File: config.mk
export PLATFORM = sky130hd
export DESIGN_NAME = fetch_unit_flat
export DESIGN_NICKNAME = d
export VERILOG_FILES = /design/src/rtl/fetch_unit_if.sv /design/src/rtl/fetch_unit.sv /design/src/flat_wrapper.sv
export SDC_FILE = /design/constraint.sdc
export NUM_CORES = 1
export LEC_CHECK = 0
export BUFFER_PORTS_ARGS = -buffer_cell sky130_fd_sc_hd__buf_2
export CAP_MARGIN = 10
export CORE_MARGIN = 1
export CORE_UTILIZATION = 55
export CTS_CLUSTER_SIZE = 30
export DETAILED_ROUTE_END_ITERATION = 6
export PLACE_DENSITY = 0.87
export SLEW_MARGIN = 20
export SYNTH_ARGS = -nofsm -noshare
export SYNTH_HDL_FRONTEND = slang
export SYNTH_SLANG_ARGS = --single-unit
File: constraint.sdc
create_clock -name clk -period 4.63 [get_ports clk]
set_clock_uncertainty 0.2 [all_clocks]
set_input_delay 0.926 -clock clk [delete_from_list [all_inputs] [get_ports clk]]
set_output_delay 0.926 -clock clk [all_outputs]
set_load 0.05 [all_outputs]
File: src/rtl/fetch_unit_if.sv
// Handshake/bus bundle between the fetch stage and its surroundings:
// control inputs from the pipeline, and PC/exception state outputs.
interface fetch_unit_if #(
  parameter int N = 64
);
  logic         stall;
  logic         br_taken;
  logic [N-1:0] branch_target;
  logic         exc_req;
  logic [3:0]   exc_code;
  logic         eret;
  logic [N-1:0] pc;
  logic [5:0]   imem_addr;
  logic         fetch_valid;
  logic [N-1:0] elr;
  logic [3:0]   esr;
  logic         in_handler;
  logic         halted;

  modport master (
    output stall, br_taken, branch_target, exc_req, exc_code, eret,
    input  pc, imem_addr, fetch_valid, elr, esr, in_handler, halted
  );

  modport slave (
    input  stall, br_taken, branch_target, exc_req, exc_code, eret,
    output pc, imem_addr, fetch_valid, elr, esr, in_handler, halted
  );
endinterface

File: src/rtl/fetch_unit.sv
// PC/fetch stage: next-PC selection plus the exception-entry FSM
// (ELR/ESR capture, one-cycle entry bubble, double-fault halt).
module fetch_unit #(
  parameter int           N        = 64,
  parameter logic [N-1:0] RESET_PC = '0,
  parameter logic [N-1:0] VECTOR   = N'('hD8)
) (
  input  logic          clk,
  input  logic          reset_n,
  fetch_unit_if.slave   bus
);

  typedef enum logic [1:0] {RUN, ENTRY, HANDLER, HALT} state_t;

  state_t       state_q, state_d;
  logic [N-1:0] pc_q, pc_d;
  logic [N-1:0] elr_q, elr_d;
  logic [3:0]   esr_q, esr_d;

  logic         misalign;
  logic         exc_eff;
  logic [3:0]   cause;
  logic [N-1:0] pc_seq;

  // A taken branch to a non-word-aligned target faults with cause F,
  // but an explicit exception request in the same cycle takes precedence.
  assign misalign = bus.br_taken && (bus.branch_target[1:0] != 2'b00);
  assign exc_eff  = bus.exc_req || misalign;
  assign cause    = bus.exc_req ? bus.exc_code : 4'hF;
  assign pc_seq   = pc_q + N'(4);

  always_ff @(posedge clk or negedge reset_n) begin
    if (!reset_n) begin
      state_q <= RUN;
      pc_q    <= RESET_PC;
      elr_q   <= '0;
      esr_q   <= '0;
    end else begin
      state_q <= state_d;
      pc_q    <= pc_d;
      elr_q   <= elr_d;
      esr_q   <= esr_d;
    end
  end

  always_comb begin
    state_d = state_q;
    pc_d    = pc_q;
    elr_d   = elr_q;
    esr_d   = esr_q;
    case (state_q)
      RUN: begin
        if (exc_eff) begin
          elr_d   = pc_q;
          esr_d   = cause;
          pc_d    = VECTOR;
          state_d = ENTRY;
        end else if (bus.stall) begin
          pc_d = pc_q;
        end else if (bus.br_taken) begin
          pc_d = bus.branch_target;
        end else begin
          pc_d = pc_seq;
        end
      end
      ENTRY: begin
        state_d = HANDLER;
      end
      HANDLER: begin
        // A fault inside the handler is a double fault: freeze everything.
        if (exc_eff) begin
          state_d = HALT;
        end else if (bus.eret) begin
          pc_d    = elr_q + N'(4);
          state_d = RUN;
        end else if (bus.stall) begin
          pc_d = pc_q;
        end else if (bus.br_taken) begin
          pc_d = bus.branch_target;
        end else begin
          pc_d = pc_seq;
        end
      end
      HALT: begin
        state_d = HALT;
      end
      default: begin
        state_d = RUN;
        pc_d    = RESET_PC;
      end
    endcase
  end

  assign bus.pc          = pc_q;
  assign bus.imem_addr   = pc_q[7:2];
  assign bus.fetch_valid = (state_q != ENTRY) && (state_q != HALT);
  assign bus.elr         = elr_q;
  assign bus.esr         = esr_q;
  assign bus.in_handler  = (state_q == HANDLER);
  assign bus.halted      = (state_q == HALT);

endmodule

File: src/flat_wrapper.sv
// flat-port wrapper written by rule: the top's interface ports become plain ports
module fetch_unit_flat 
#(
  parameter int           N        = 64,
  parameter logic [N-1:0] RESET_PC = '0,
  parameter logic [N-1:0] VECTOR   = N'('hD8)
)
  (clk, reset_n, bus_stall, bus_br_taken, bus_branch_target, bus_exc_req, bus_exc_code, bus_eret, bus_pc, bus_imem_addr, bus_fetch_valid, bus_elr, bus_esr, bus_in_handler, bus_halted);
  fetch_unit_if #(.N(N)) bus_i ();
  input  logic clk;
  input  logic reset_n;
  input wire logic [$bits(bus_i.stall)-1:0] bus_stall;
  input wire logic [$bits(bus_i.br_taken)-1:0] bus_br_taken;
  input wire logic [$bits(bus_i.branch_target)-1:0] bus_branch_target;
  input wire logic [$bits(bus_i.exc_req)-1:0] bus_exc_req;
  input wire logic [$bits(bus_i.exc_code)-1:0] bus_exc_code;
  input wire logic [$bits(bus_i.eret)-1:0] bus_eret;
  output wire logic [$bits(bus_i.pc)-1:0] bus_pc;
  output wire logic [$bits(bus_i.imem_addr)-1:0] bus_imem_addr;
  output wire logic [$bits(bus_i.fetch_valid)-1:0] bus_fetch_valid;
  output wire logic [$bits(bus_i.elr)-1:0] bus_elr;
  output wire logic [$bits(bus_i.esr)-1:0] bus_esr;
  output wire logic [$bits(bus_i.in_handler)-1:0] bus_in_handler;
  output wire logic [$bits(bus_i.halted)-1:0] bus_halted;
  assign bus_i.stall = bus_stall;
  assign bus_i.br_taken = bus_br_taken;
  assign bus_i.branch_target = bus_branch_target;
  assign bus_i.exc_req = bus_exc_req;
  assign bus_i.exc_code = bus_exc_code;
  assign bus_i.eret = bus_eret;
  assign bus_pc = bus_i.pc;
  assign bus_imem_addr = bus_i.imem_addr;
  assign bus_fetch_valid = bus_i.fetch_valid;
  assign bus_elr = bus_i.elr;
  assign bus_esr = bus_i.esr;
  assign bus_in_handler = bus_i.in_handler;
  assign bus_halted = bus_i.halted;
  fetch_unit #(.N(N), .RESET_PC(RESET_PC), .VECTOR(VECTOR)) u_core (.clk(clk), .reset_n(reset_n), .bus(bus_i));
endmodule
==> impl_metrics.env <==
export IMPL_status="completed"
export IMPL_ys_warn_count=0
export IMPL_io_pin_count=215
export IMPL_port_buffers=214
export IMPL_tightest_slew_ns=1.15
export IMPL_slew_headroom=0.230
export IMPL_power_w=0.00322
export IMPL_drc=0
export IMPL_h_tree_depth=4
export IMPL_rr_worst_depth=7
export IMPL_final_area_um2=11700
export IMPL_route_vias_total=11500
export IMPL_drt_pass1_iter_count=7
export IMPL_cts_hold_buf=0
export IMPL_worstSetupEndpointType="flip-flop"
export IMPL_finalMaxSlewViolations=0
export IMPL_maxCapViolations=0
export IMPL_cts_root_buf="clkbuf_16"
export IMPL_seq_area_frac_synth=0.337
export IMPL_hp_class="flip-flop to flip-flop"
export IMPL_crit_required_ns=4.72
export IMPL_numCtsBuffers=17
export IMPL_clock_latency_ns=0.44
export IMPL_area_growth_pct=17.4
export IMPL_powerDensity_nw_per_um2=275
export IMPL_grt_use_total=0.447
export IMPL_critPathCapture="u_core.bus.pc[36]"
export IMPL_fmax_mhz=294
export IMPL_cts_buffer_depth=2
export IMPL_critPathLaunch="u_core.bus.elr[2]"
export IMPL_post_cts_buffers=0
export IMPL_globalplace_congestion=1.03
export IMPL_async_reset_ff_frac=1.00
export IMPL_r2r_end="u_core.bus.pc[36]"
export IMPL_drtIter0Drc=2004
export IMPL_grt_pass1_wl_mm=61.8
export IMPL_overflow=0
export IMPL_syn_nets=1257
export IMPL_timing_rr_start="u_core.bus.elr[2]"
export IMPL_regToRegSetupSlack_ns=1.23
export IMPL_rows=48
export IMPL_die_area_um2=18600
export IMPL_cts_tree="done"
export IMPL_nNetsFinal=1424
export IMPL_core_area_um2=17500
export IMPL_rsz0062_at_grt="no"
export IMPL_arrival_ns=3.49
export IMPL_routedWlPerCell_um=26.0
export IMPL_place_hpwl_mm=28.8
export IMPL_post_route_util=0.668
export IMPL_fin_setup_tns_ns=0
export IMPL_final_common_cell="buf_2"
export IMPL_p_leak_nw=5.02
export IMPL_clock_sinks=134
export IMPL_synth_edf_count=0
export IMPL_min_period_ns=3.40
export IMPL_dieHeight_um=137
export IMPL_wl_mm=41.2
export IMPL_postPlaceCellArea_um2=11000
export IMPL_num_antenna_cells=0
export IMPL_drive_above_1_share=0.271
export IMPL_clkTransAtPathRegs_ns=0.06
export IMPL_crit_type="flip-flop to flip-flop"
export IMPL_synthFlopType="dfrtp_1"
export IMPL_start_util=0.569
export IMPL_fp_dieW_um=137
export IMPL_synth_seq_cells=134
export IMPL_syn_area_um2=9950
export IMPL_layout_common_cells="buf_2 (213), dfrtp_1 (134), nand2_1 (108)"
export IMPL_ir_drop_mv=0.244
export IMPL_dpl_cell_count=1554
export IMPL_first_global_vias=10400
export IMPL_antenna_found_initial=0
export IMPL_cp_start_kind="flip-flop"
export IMPL_antenna_left=0
export IMPL_grt_start_max_net_pins=80
export IMPL_syn_area_per_cell_um2=8.43
export IMPL_viasPerCell=7.25
export IMPL_cp_max_fo=7
export IMPL_yosysUniqueCellTypes=88
export IMPL_final_cells=1586
export IMPL_postSynthCellCount=1181
export IMPL_post_route_period_util=0.734
export IMPL_cts_repair_resized=0
export IMPL_setup_viol=0
export IMPL_hold_viol=0
==> how the worst min path moves through the flow <==
stage	from	to	slack, ns	cells past startpoint
floorplan	u_core.state_q[0]	u_core.state_q[0]	0.30	1
global placement	u_core.bus.esr[0]	u_core.bus.esr[0]	0.26	2
detailed placement	u_core.bus.esr[3]	u_core.bus.esr[3]	0.28	2
CTS	u_core.bus.esr[1]	u_core.bus.esr[1]	0.29	2
global route	u_core.bus.esr[3]	u_core.bus.esr[3]	0.33	2
finish	u_core.bus.esr[0]	u_core.bus.esr[0]	0.29	2
==> state kept, by name, summed over array words and instances (netlist names) <==
register	flops
u_core.state_q	2
u_core.bus.esr	4
u_core.bus.pc	64
u_core.bus.elr	64
==> cells by family after synthesis <==
logic type                 count (synthesis)  synth area share
AOI/OAI and AO/OA                        334             0.224
muxes                                     63            0.0707
and+or+nand+nor                          485             0.270
buffers and inverters                    120            0.0581
DFF                                      134             0.337
adders and majority gates                  2           0.00251
xor gates and xnor gates                  43            0.0378
==> critical path, cell delays in order, from the launching register on <==
cell and delay, ns:
dfrtp_1 0.43, ha_1 0.21, and2_1 0.30, nand4_1 0.48, nor3_1 0.82, a21boi_0 0.19
o21ai_0 0.45, o211ai_1 0.17
==> synth_stat cells (12+ instances only) <==
cell type	n	area, um^2
a21oi_1	67	335
a22oi_1	16	120
and3_1	12	75.1
and4_1	25	219
clkbuf_1	57	214
dfrtp_1	134	3350
inv_1	27	101
mux2_2	58	653
nand2_1	108	405
nand3_1	53	265
nand4_1	52	325
nor2_1	82	308
nor3_1	40	200
nor4_1	23	144
o211ai_1	14	105
o21ai_0	83	415
o221ai_1	17	149
o22ai_1	15	93.8
o31ai_1	13	97.6
or4_1	12	90.1
xnor2_1	34	298
==> per-stage QoR <==
stage / worst slack [ns] / hold slack [ns]
final: 1.23 / 0.286
after global routing: 1.13 / 0.330
after CTS: 1.36 / 0.294
after detailed placement: 1.16 / 0.280
after global placement: 1.20 / 0.261
after floorplan: 1.62 / 0.303
==> layer usage <==
layer  vias to the layer above  part of all wire  GRT usage
met2                      1082              0.41      0.621
met4                         0             0.064      0.267
met3                       214              0.15      0.125
met1                      5354              0.38      0.615
met5                         -                 0          0
li1                       4845                 -          -
==> area by class of cell <==
cell class	instances	area, um^2
clock buffer	21	480
clock inverter	11	146
fill	1470	5800
inverter	30	113
multi-input combinational	927	6040
sequential	134	3350
tap	225	282
timing repair buffer	238	1270
==> report_power, final <==
part           switching, W  internal (W)  total, W  leakage (nW)
clock              0.000559      0.000905   0.00146         0.305
combinational      0.000340      0.000125  0.000465          2.90
sequential        0.0000843       0.00120   0.00129          1.81
total              0.000983       0.00223   0.00322          5.02
No activity file was read; power rests on OpenSTA's default activity.
